File: config.mk
export PLATFORM = sky130hd
export DESIGN_NAME = fifo_sync_param
export DESIGN_NICKNAME = d
export VERILOG_FILES = /design/src/rtl/fifo_sync_param.sv
export SDC_FILE = /design/constraint.sdc
export NUM_CORES = 1
export LEC_CHECK = 0
export CAP_MARGIN = 20
export CORE_AREA = 4 4 86 88
export DETAILED_ROUTE_END_ITERATION = 10
export DIE_AREA = 0 0 90 92
export PLACE_DENSITY = 0.75
export SLEW_MARGIN = 25
export SYNTH_ARGS = -nofsm -noshare
export SYNTH_HDL_FRONTEND = slang
export SYNTH_SLANG_ARGS = --single-unit
File: constraint.sdc
create_clock -name clk -period 3.2 [get_ports clk]
set_clock_uncertainty 0.2 [all_clocks]
set_input_delay 0.64 -clock clk [delete_from_list [all_inputs] [get_ports clk]]
set_output_delay 0.64 -clock clk [all_outputs]
set_load 0.01 [all_outputs]
File: src/rtl/fifo_sync_param.sv
// Parametrised single-clock FIFO with occupancy count, almost-full/empty thresholds,
// optional first-word-fall-through read port and sticky overflow/underflow flags.
module fifo_sync_param #(
  parameter int unsigned DATA_W   = 8,
  parameter int unsigned DEPTH    = 8,
  parameter int unsigned AF_LEVEL = 6,
  parameter int unsigned AE_LEVEL = 1,
  parameter int unsigned FWFT     = 0
) (
  input  logic                     clk,
  input  logic                     rst,
  input  logic                     wr_en,
  input  logic [DATA_W-1:0]        wr_data,
  input  logic                     rd_en,
  output logic [DATA_W-1:0]        rd_data,
  output logic                     rd_valid,
  output logic                     full,
  output logic                     empty,
  output logic                     almost_full,
  output logic                     almost_empty,
  output logic [$clog2(DEPTH):0]   count,
  output logic                     overflow,
  output logic                     underflow,
  input  logic                     err_clr
);

  localparam int unsigned ADDR_W = $clog2(DEPTH);
  localparam int unsigned PTR_W  = ADDR_W + 1;

  logic [DATA_W-1:0] mem_q [DEPTH];
  logic [PTR_W-1:0]  wr_ptr_q, wr_ptr_d;
  logic [PTR_W-1:0]  rd_ptr_q, rd_ptr_d;
  logic [PTR_W-1:0]  count_q, count_d;
  logic              full_q, empty_q, afull_q, aempty_q;
  logic              ovf_q, ovf_d, unf_q, unf_d;
  logic              rd_acc, wr_acc;

  // Acceptance, pointer advance and sticky error flag next-state.
  always_comb begin
    rd_acc   = rd_en & ~empty_q;
    wr_acc   = wr_en & (~full_q | rd_acc);
    wr_ptr_d = wr_ptr_q + PTR_W'(wr_acc);
    rd_ptr_d = rd_ptr_q + PTR_W'(rd_acc);
    // Extra pointer bit makes the difference span 0..DEPTH without aliasing.
    count_d  = wr_ptr_d - rd_ptr_d;
    ovf_d    = ovf_q;
    unf_d    = unf_q;
    if (err_clr) begin
      ovf_d = 1'b0;
      unf_d = 1'b0;
    end
    if (wr_en & ~wr_acc) ovf_d = 1'b1;
    if (rd_en & ~rd_acc) unf_d = 1'b1;
  end

  always_ff @(posedge clk) begin
    if (rst) begin
      wr_ptr_q <= '0;
      rd_ptr_q <= '0;
      count_q  <= '0;
      full_q   <= 1'b0;
      empty_q  <= 1'b1;
      afull_q  <= 1'b0;
      aempty_q <= 1'b1;
      ovf_q    <= 1'b0;
      unf_q    <= 1'b0;
    end else begin
      wr_ptr_q <= wr_ptr_d;
      rd_ptr_q <= rd_ptr_d;
      count_q  <= count_d;
      full_q   <= (count_d == PTR_W'(DEPTH));
      empty_q  <= (count_d == '0);
      afull_q  <= (count_d >= PTR_W'(AF_LEVEL));
      aempty_q <= (count_d <= PTR_W'(AE_LEVEL));
      ovf_q    <= ovf_d;
      unf_q    <= unf_d;
    end
  end

  // Storage array is intentionally left unreset.
  always_ff @(posedge clk) begin
    if (wr_acc) mem_q[wr_ptr_q[ADDR_W-1:0]] <= wr_data;
  end

  generate
    if (FWFT != 0) begin : g_fwft
      assign rd_data  = mem_q[rd_ptr_q[ADDR_W-1:0]];
      assign rd_valid = ~empty_q;
    end else begin : g_std
      logic [DATA_W-1:0] rd_data_q;
      logic              rd_valid_q;

      always_ff @(posedge clk) begin
        if (rst) begin
          rd_data_q  <= '0;
          rd_valid_q <= 1'b0;
        end else begin
          rd_valid_q <= rd_acc;
          if (rd_acc) rd_data_q <= mem_q[rd_ptr_q[ADDR_W-1:0]];
        end
      end

      assign rd_data  = rd_data_q;
      assign rd_valid = rd_valid_q;
    end
  endgenerate

  assign count        = count_q;
  assign full         = full_q;
  assign empty        = empty_q;
  assign almost_full  = afull_q;
  assign almost_empty = aempty_q;
  assign overflow     = ovf_q;
  assign underflow    = unf_q;

endmodule

==> metrics.md <==
| Metric | Value |
|---|---|
| Fmax | `336 MHz` |
| GRT Overall Usage | `16.7%` |
| Worst slew pin tran | `930 ps` |
| Sink Count | `91` |
| Crit-path slowest cell | `clkdlybuf4s50_1` |
| Number of fill cells | `498` |
| Max Slew Vio Count | `0` |
| Root buf cell | `clkbuf_8` |
| Hold Path Sink | `rd_data[1]$_SDFFE_PP0P_` |
| Worst rel slew slack | `37.8%` |
| Top-count cell post-synth | `edfxtp_1` |
| Combined area of the multi-input logic cells | `0.00100 mm2` |
| Synth Instances | `241` |
| Post-synth top cells | `edfxtp_1, mux2i_1, dfxtp_1` |
| Share of synthesized registers carrying an async set or reset | `0%` |
| Post-CTS Resized | `0` |
| First-pass GRT wire length | `10,400 um` |
| Syn_area_per_cell | `14.7 um2` |
| Worst EP arrival | `2970 ps` |
| FF+latch area | `0.00246 mm2` |
| Vias/cell | `5.43` |
| Hold Path Origin | `rd_data[1]$_SDFFE_PP0P_` |
| Setup Fix Bufs, Post-CTS | `0` |
| Pleak | `1.43 nW` |
| Leading area contributor after synthesis | `edfxtp_1` |
| Initial antenna violation count | `0` |
| Initial Util | `53.4%` |
| EDFF count, synth | `64` |
| Kind of end point of the critical path | `register` |
| R2R Path End | `almost_full$_SDFF_PP0_` |
| Site Rows | `30` |
| Final setup fails | `0` |
| Crit-path cells | `clkdlybuf4s50_1 -> nand2b_1 -> a21boi_1 -> ha_1 -> ha_1 -> ha_1 -> a21o_1 -> a21oi_2 -> xnor2_2 -> a21oi_1` |
| Worst R2R Setup Slack | `580 ps` |
| Tcrit/Tclk final | `93.0%` |
| Syn nets | `262` |
| Net Sw Frac | `27.3%` |
| Max incr delay on CP | `480 ps` |
| Clock latency on the worst-skew pair | `350 ps` |
| Initial DRC count | `153` |
| Crit start category | `primary input` |
| Minimum clock period | `2980 ps` |
| P_int | `2.09 mW` |
| Wirelength, routed | `6460 um` |
| Final hold violation count | `0` |
| Placed inst area | `0.00403 mm2` |
| Number of nets in the layout | `310` |
| Worst Setup Path Type | `in -> reg` |
| Total core area | `0.00664 mm2` |
| Post-detail-place hpwl | `4300 um` |
| Pwr Density | `681 mW/mm2` |
| Synth top area share | `54.2%` |
| Clock slew at reported path FFs | `80 ps` |
| Register share of total power | `50.3%` |
| Outcome | `complete, no violations` |
| Vias in the first global route | `2,061` |
| Largest cells by area after synthesis | `edfxtp_1, dfxtp_1, mux2i_1` |
| DR DRC count | `0` |
| CTS max path bufs | `2` |
| Max capacitance violation total | `0` |
| Sequential fraction of the synthesis area | `69.4%` |
| Cts hold-fix bufs | `0` |
| Maximum number of pins on one net before global-route repair | `28` |
| Clock power share | `25.9%` |
| Crit path top cell by count | `ha_1` |
| Worst Hold Class | `reg -> reg` |
| Worst r2r src | `empty$_SDFF_PP1_` |
| Worst path required time | `3190 ps` |
| Combinational Power Share | `23.9%` |
| Setup TNS | `0 ps` |
| CTS tree | `yes` |
| Layout cells sized above 1 | `13.3%` |
| DRT Pass-1 Iters | `4` |
| Yosys Warn Count | `0` |
| RD Place Congestion | `0.827` |
| R2r worst-path depth | `9` |
| Routed Antenna Nets | `0` |
| Syn-to-layout area delta | `18.8%` |
| # diodes | `0` |
| Peak VDD IR | `0.277 mV` |
| Die H | `92 um` |
| Net Switching | `0.783 mW` |
| Top Ports | `32` |
| DR WL/cell | `17.3 um` |
| WHS Path Cells | `2` |
| Mapped cell area | `0.00355 mm2` |
| Unrepaired setup endpoints after global routing | `false` |
| Port bufs | `31` |
| Die W | `90 um` |
| DIE AREA | `0.00828 mm2` |
| Yosys reg bits | `91` |
| Grt ovf | `0` |
| CP max FO | `5` |
| H-tree Lvls | `3` |
| Vias | `2,032` |
| Ys flop type | `edfxtp_1` |
| Number of distinct library cells after synthesis | `31` |
| Final instance area | `0.00421 mm2` |
| CTS Buf Count | `9` |
==> power by group through the flow <==
| stage | Sequential (mW) | Combinational [mW] | Clock [mW] |
|---|---|---|---|
| after floorplan | 1.49 | 0.360 | 0 |
| after global placement | 1.47 | 0.661 | 0 |
| after detailed placement | 1.47 | 0.678 | 0 |
| after CTS | 1.44 | 0.687 | 0.756 |
| after global routing | 1.46 | 0.735 | 0.811 |
| final | 1.44 | 0.685 | 0.742 |
==> cell families (layout without fill, tap and decap cells) <==
family,after synthesis,count (layout),share of synthesized area [%]
fa+ha+maj,8,8,3.03
xor+xnor,7,7,2.58
buf+inv,16,69,2.22
compound gates,32,32,6.25
simple gates,55,55,7.45
mux,32,32,9.03
flops,91,91,69.4
==> per-layer routing <==
| metal | wire length, um | GRT usage [%] | up-vias |
|---|---|---|---|
| li1 | - | - | 978 |
| met1 | 2810 | 20.1 | 971 |
| met2 | 3160 | 27.8 | 68 |
| met3 | 352 | 4.76 | 15 |
| met4 | 138 | 8.04 | 0 |
| met5 | 0 | 0 | - |
==> layout by cell type, fill, tap and decap left out, types with 4 or more instances in the layout <==
cell type and instances:
a21oi_1 9, a22oi_1 17, clkdlybuf4s50_1 31, dfxtp_1 26
nand2_1 4, nor2_1 26, clkbuf_8 9, mux2i_1 32
nor2b_1 7, ha_1 7, buf_4 17, nor3_1 11
edfxtp_1 64
==> worst max path at each step <==
stage	slack [ps]	startpoint	to	cells past startpoint
5_1_grt	70	rd_en	full$_SDFF_PP0_	10
3_5_place_dp	-60	rd_en	almost_full$_SDFF_PP0_	10
3_3_place_gp	20	rd_en	empty$_SDFF_PP1_	10
2_1_floorplan	470	rd_en	empty$_SDFF_PP1_	10
6_report	220	rd_en	almost_full$_SDFF_PP0_	10
4_1_cts	210	rd_en	almost_full$_SDFF_PP0_	10
==> critical path: cells and delay by family <==
family          cells  cell delay (ps)
buf+inv             1              480
fa+ha+maj           3              830
simple gates        1              100
compound gates      4              750
xor+xnor            1              170
==> state kept, by name, indices dropped and copies added, names as in the netlist <==
name / count
almost_empty: 1
almost_full: 1
count: 4
empty: 1
full: 1
mem_q: 64
overflow: 1
rd_data: 8
rd_ptr_q: 4
rd_valid: 1
underflow: 1
wr_ptr_q: 4
==> per-stage QoR <==
stage                     instances  power (mW)  util [%]  hold slack (ps)  worst slack (ps)
after floorplan                 241        1.85         -              318               475
after global placement          358        2.13      60.6              274              17.3
after CTS                       374        2.89      63.4              298               210
after detailed placement        358        2.15      60.6              275             -60.1
after global routing            374        3.00      63.4              310              68.6
final                           374        2.87      63.4              294               224
==> final cells by class <==
| class | count | share of cell area, % |
|---|---|---|
| Multi-Input combinational cell | 134 | 23.9 |
| Inverter | 5 | 0.446 |
| Clock buffer | 12 | 3.21 |
| Sequential cell | 91 | 58.5 |
| Timing Repair Buffer | 48 | 10.4 |
| Clock inverter | 4 | 1.22 |
| Tap cell | 80 | 2.38 |
Power figures use the tool's default switching activity.
==> patch, RTL diff (config.mk and constraints unchanged) <==
Make the reset (`rst`) asynchronous in 2 clocked blocks.
--- a/src/rtl/fifo_sync_param.sv
+++ b/src/rtl/fifo_sync_param.sv
@@ -55,3 +55,3 @@
 
-  always_ff @(posedge clk) begin
+  always_ff @(posedge clk or posedge rst) begin
     if (rst) begin
@@ -92,3 +92,3 @@
 
-      always_ff @(posedge clk) begin
+      always_ff @(posedge clk or posedge rst) begin
         if (rst) begin
Check against the original RTL: differs if rst is asserted again (counterexample within 4 cycles, from zero or initial values and one cycle with rst high); with rst held inactive, the same outputs for 10 cycles.
==> patch against the original RTL <==
Worst hold slack got worse by 1.9 ps; synthesized area rose by 1.4%; sequential cell count unchanged; first-iteration DRC count shrank 34%; routed wire length fell by 6.3%; final area grew 2.4%; largest cell class unchanged; highest routed layer unchanged; worst setup slack got worse by 31 ps.
Power is not compared: it rests on default switching activity, and its combinational part moved more than twofold at a synthesized area within 25%.
==> patch: results (changes against the original RTL) <==
Drt
  • Routed Wire Length: 6050 um (-6.3%)
  • DR vias/cell: 5.40 (-0.64%)
  • Initial drt markers: 101 (-34%)
  • DR pass1 iterations: 4 (unchanged)

Global routing
  • Tot GR Track Use: 0.157 (-0.00976)
  • Met1 usage: 0.206 (+0.00431)
  • First-pass GRT wire length: 9710 um (-7.0%)
  • Met2 usage: 0.259 (-0.0187)
  • Initial antenna violation count: 0 (unchanged)
  • Vias in the first global route: 1825 (-11%)
  • Pin count of the biggest net entering global routing: 28 (unchanged)
  • M3 GR Usage: 0.0353 (-0.0123)

Yosys
  • Most common flop cell mapped by yosys: edfxtp_1
  • Sequential area share after synthesis: 0.723 (+0.0284)
  • Adder-cell share of the synthesized area: 0.0299 (-0.000433)
  • Post-Syn Nets: 227 (-13%)
  • Synth area leaders: edfxtp_1 (53%), dfrtp_1 (17%), mux2i_1 (5.6%)
  • Synth Area in Compound Gates: 0.0313 (-0.0312)
  • Yosys warns: 0 (unchanged)
  • Mux contribution to synthesized area: 0.118 (+0.0279)
  • Most instantiated cells after synthesis: edfxtp_1 (64), dfrtp_1 (25), mux2i_1 (20)
  • Number of synthesized flops with an enable pin: 64 (unchanged)
  • Xor/xnor share of the synthesized area: 0.0233 (-0.00245)
  • Synth async-reset ratio: 0.297 (+0.297)
  • Yosys cell types: 30 (-3.2%)

Power and ir drop
  • P_leak: 1.66 nW
  • Worst vdd ir: 350 uV

Placement
  • HPWL Detailed: 4080 um (-5.3%)
  • IO buf count: 31 (unchanged)
  • GPL Wtd Cong: 0.742 (-10%)
  • Placed instance area: 4100 um2 (+1.9%)

Critical path
  • R2R depth: 10 (+1)
  • Worst reg2reg path startpoint: empty
  • CP max FO: 5 (unchanged)
  • Critical Path Source: rd_en
  • CP Data Arrival Time: 3100 ps (+130 ps)
  • R2r setup slk: 380 ps (-200 ps)
  • R2r endpoint: empty

Clocking
  • Worst-Skew Late Latency: 340 ps
  • Number of H-tree levels: 3 (unchanged)
  • Root Driver: clkbuf_8
  • Postcts setup bufs: 0 (unchanged)
  • Num CTS Buffers: 9 (unchanged)
  • Worst-path clk slew: 90 ps
  • CTS-repair resized insts: 0 (unchanged)
  • CTS Buffer Depth: 2 (unchanged)

Outcome
  • Status: complete, no violations

Worst hold path
  • Hold path startpoint: rd_data[3]
  • Path category of the worst min-delay check: register to register
  • Hold Path End: rd_data[3]
  • Hold path depth: 2 (unchanged)

Cells and area
  • Diode count: 0 (unchanged)
  • Layout cells sized above 1: 0.212 (+0.0795)
  • Final nets: 280 (-9.7%)
  • Largest register FFs: 64 (unchanged)

Timing
  • Slew HR: 0.652 (+0.273)
[patch: changes by cell type after synthesis, sizes merged, moves of 5 or more]
cell,delta
nor2,-20
o21ai,+10
nand3,+5
mux2i,-12
inv,+5
a22oi,-17
a21oi,-9
nor3,-8
dfxtp,-27
nor2b,-7
mux4,+8
nand2,+7
dfrtp,+25
[patch: how the worst max path moves through the flow]
stage / slack [ps] / end
detailed placement: -200 / almost_full
floorplan: 30 / full
CTS: 140 / empty
global placement: -110 / empty
finish: 190 / almost_full
global route: 30 / empty
[patch: cell families after synthesis]
family / Yosys count
flip-flops: 91
AND/OR/NAND/NOR: 34
multiplexers: 32
AO/OA/AOI/OAI: 18
buffers and inverters: 17
adder cells (fa/ha/maj): 8
XOR/XNOR: 6
[patch: stage by stage]
stage          utilization  hold slack, ps  worst slack, ps  std cells  setup TNS (ps)
2_1_floorplan            -             269             26.4        206               0
3_5_place_dp         0.618             276             -199        328            -889
4_1_cts              0.648             297              136        344               0
6_report             0.649             292              192        344               0
3_3_place_gp         0.618             264             -105        328            -385
5_1_grt              0.649             310             31.9        344               0
[patch: area by class of cell]
cell class / count / area [um2]
inverter: 9 / 33.8
clock buffer: 9 / 124
fill: 490 / 2330
clock inverter: 7 / 81.3
timing repair buffer: 50 / 453
tap: 80 / 100
sequential: 91 / 2600
multi-input combinational: 98 / 920
[patch: critical path, cell delays in order]
cell and delay (ps):
clkdlybuf4s50_1 480, nand2b_1 120, a21boi_2 190, ha_1 200, ha_1 260, buf_4 160, fa_1 420, xor2_1 440
a21o_1 190
[patch: power breakdown]
group	internal [W]	switching [W]	leakage [nW]	total, W
clock	0.000375	0.000405	0.107	0.000780
sequential	0.00156	0.000112	0.903	0.00167
combinational	0.000865	0.000865	0.647	0.00173
total	0.00280	0.00138	1.66	0.00418
[patch: per-layer routing]
| metal | part of all wire | wire [um] | vias to the layer above |
|---|---|---|---|
| met5 | 0 | 0 | - |
| met4 | 0.0098 | 59 | 0 |
| met3 | 0.089 | 539 | 6 |
| met2 | 0.50 | 3000 | 71 |
| met1 | 0.40 | 2450 | 902 |
| li1 | - | - | 878 |
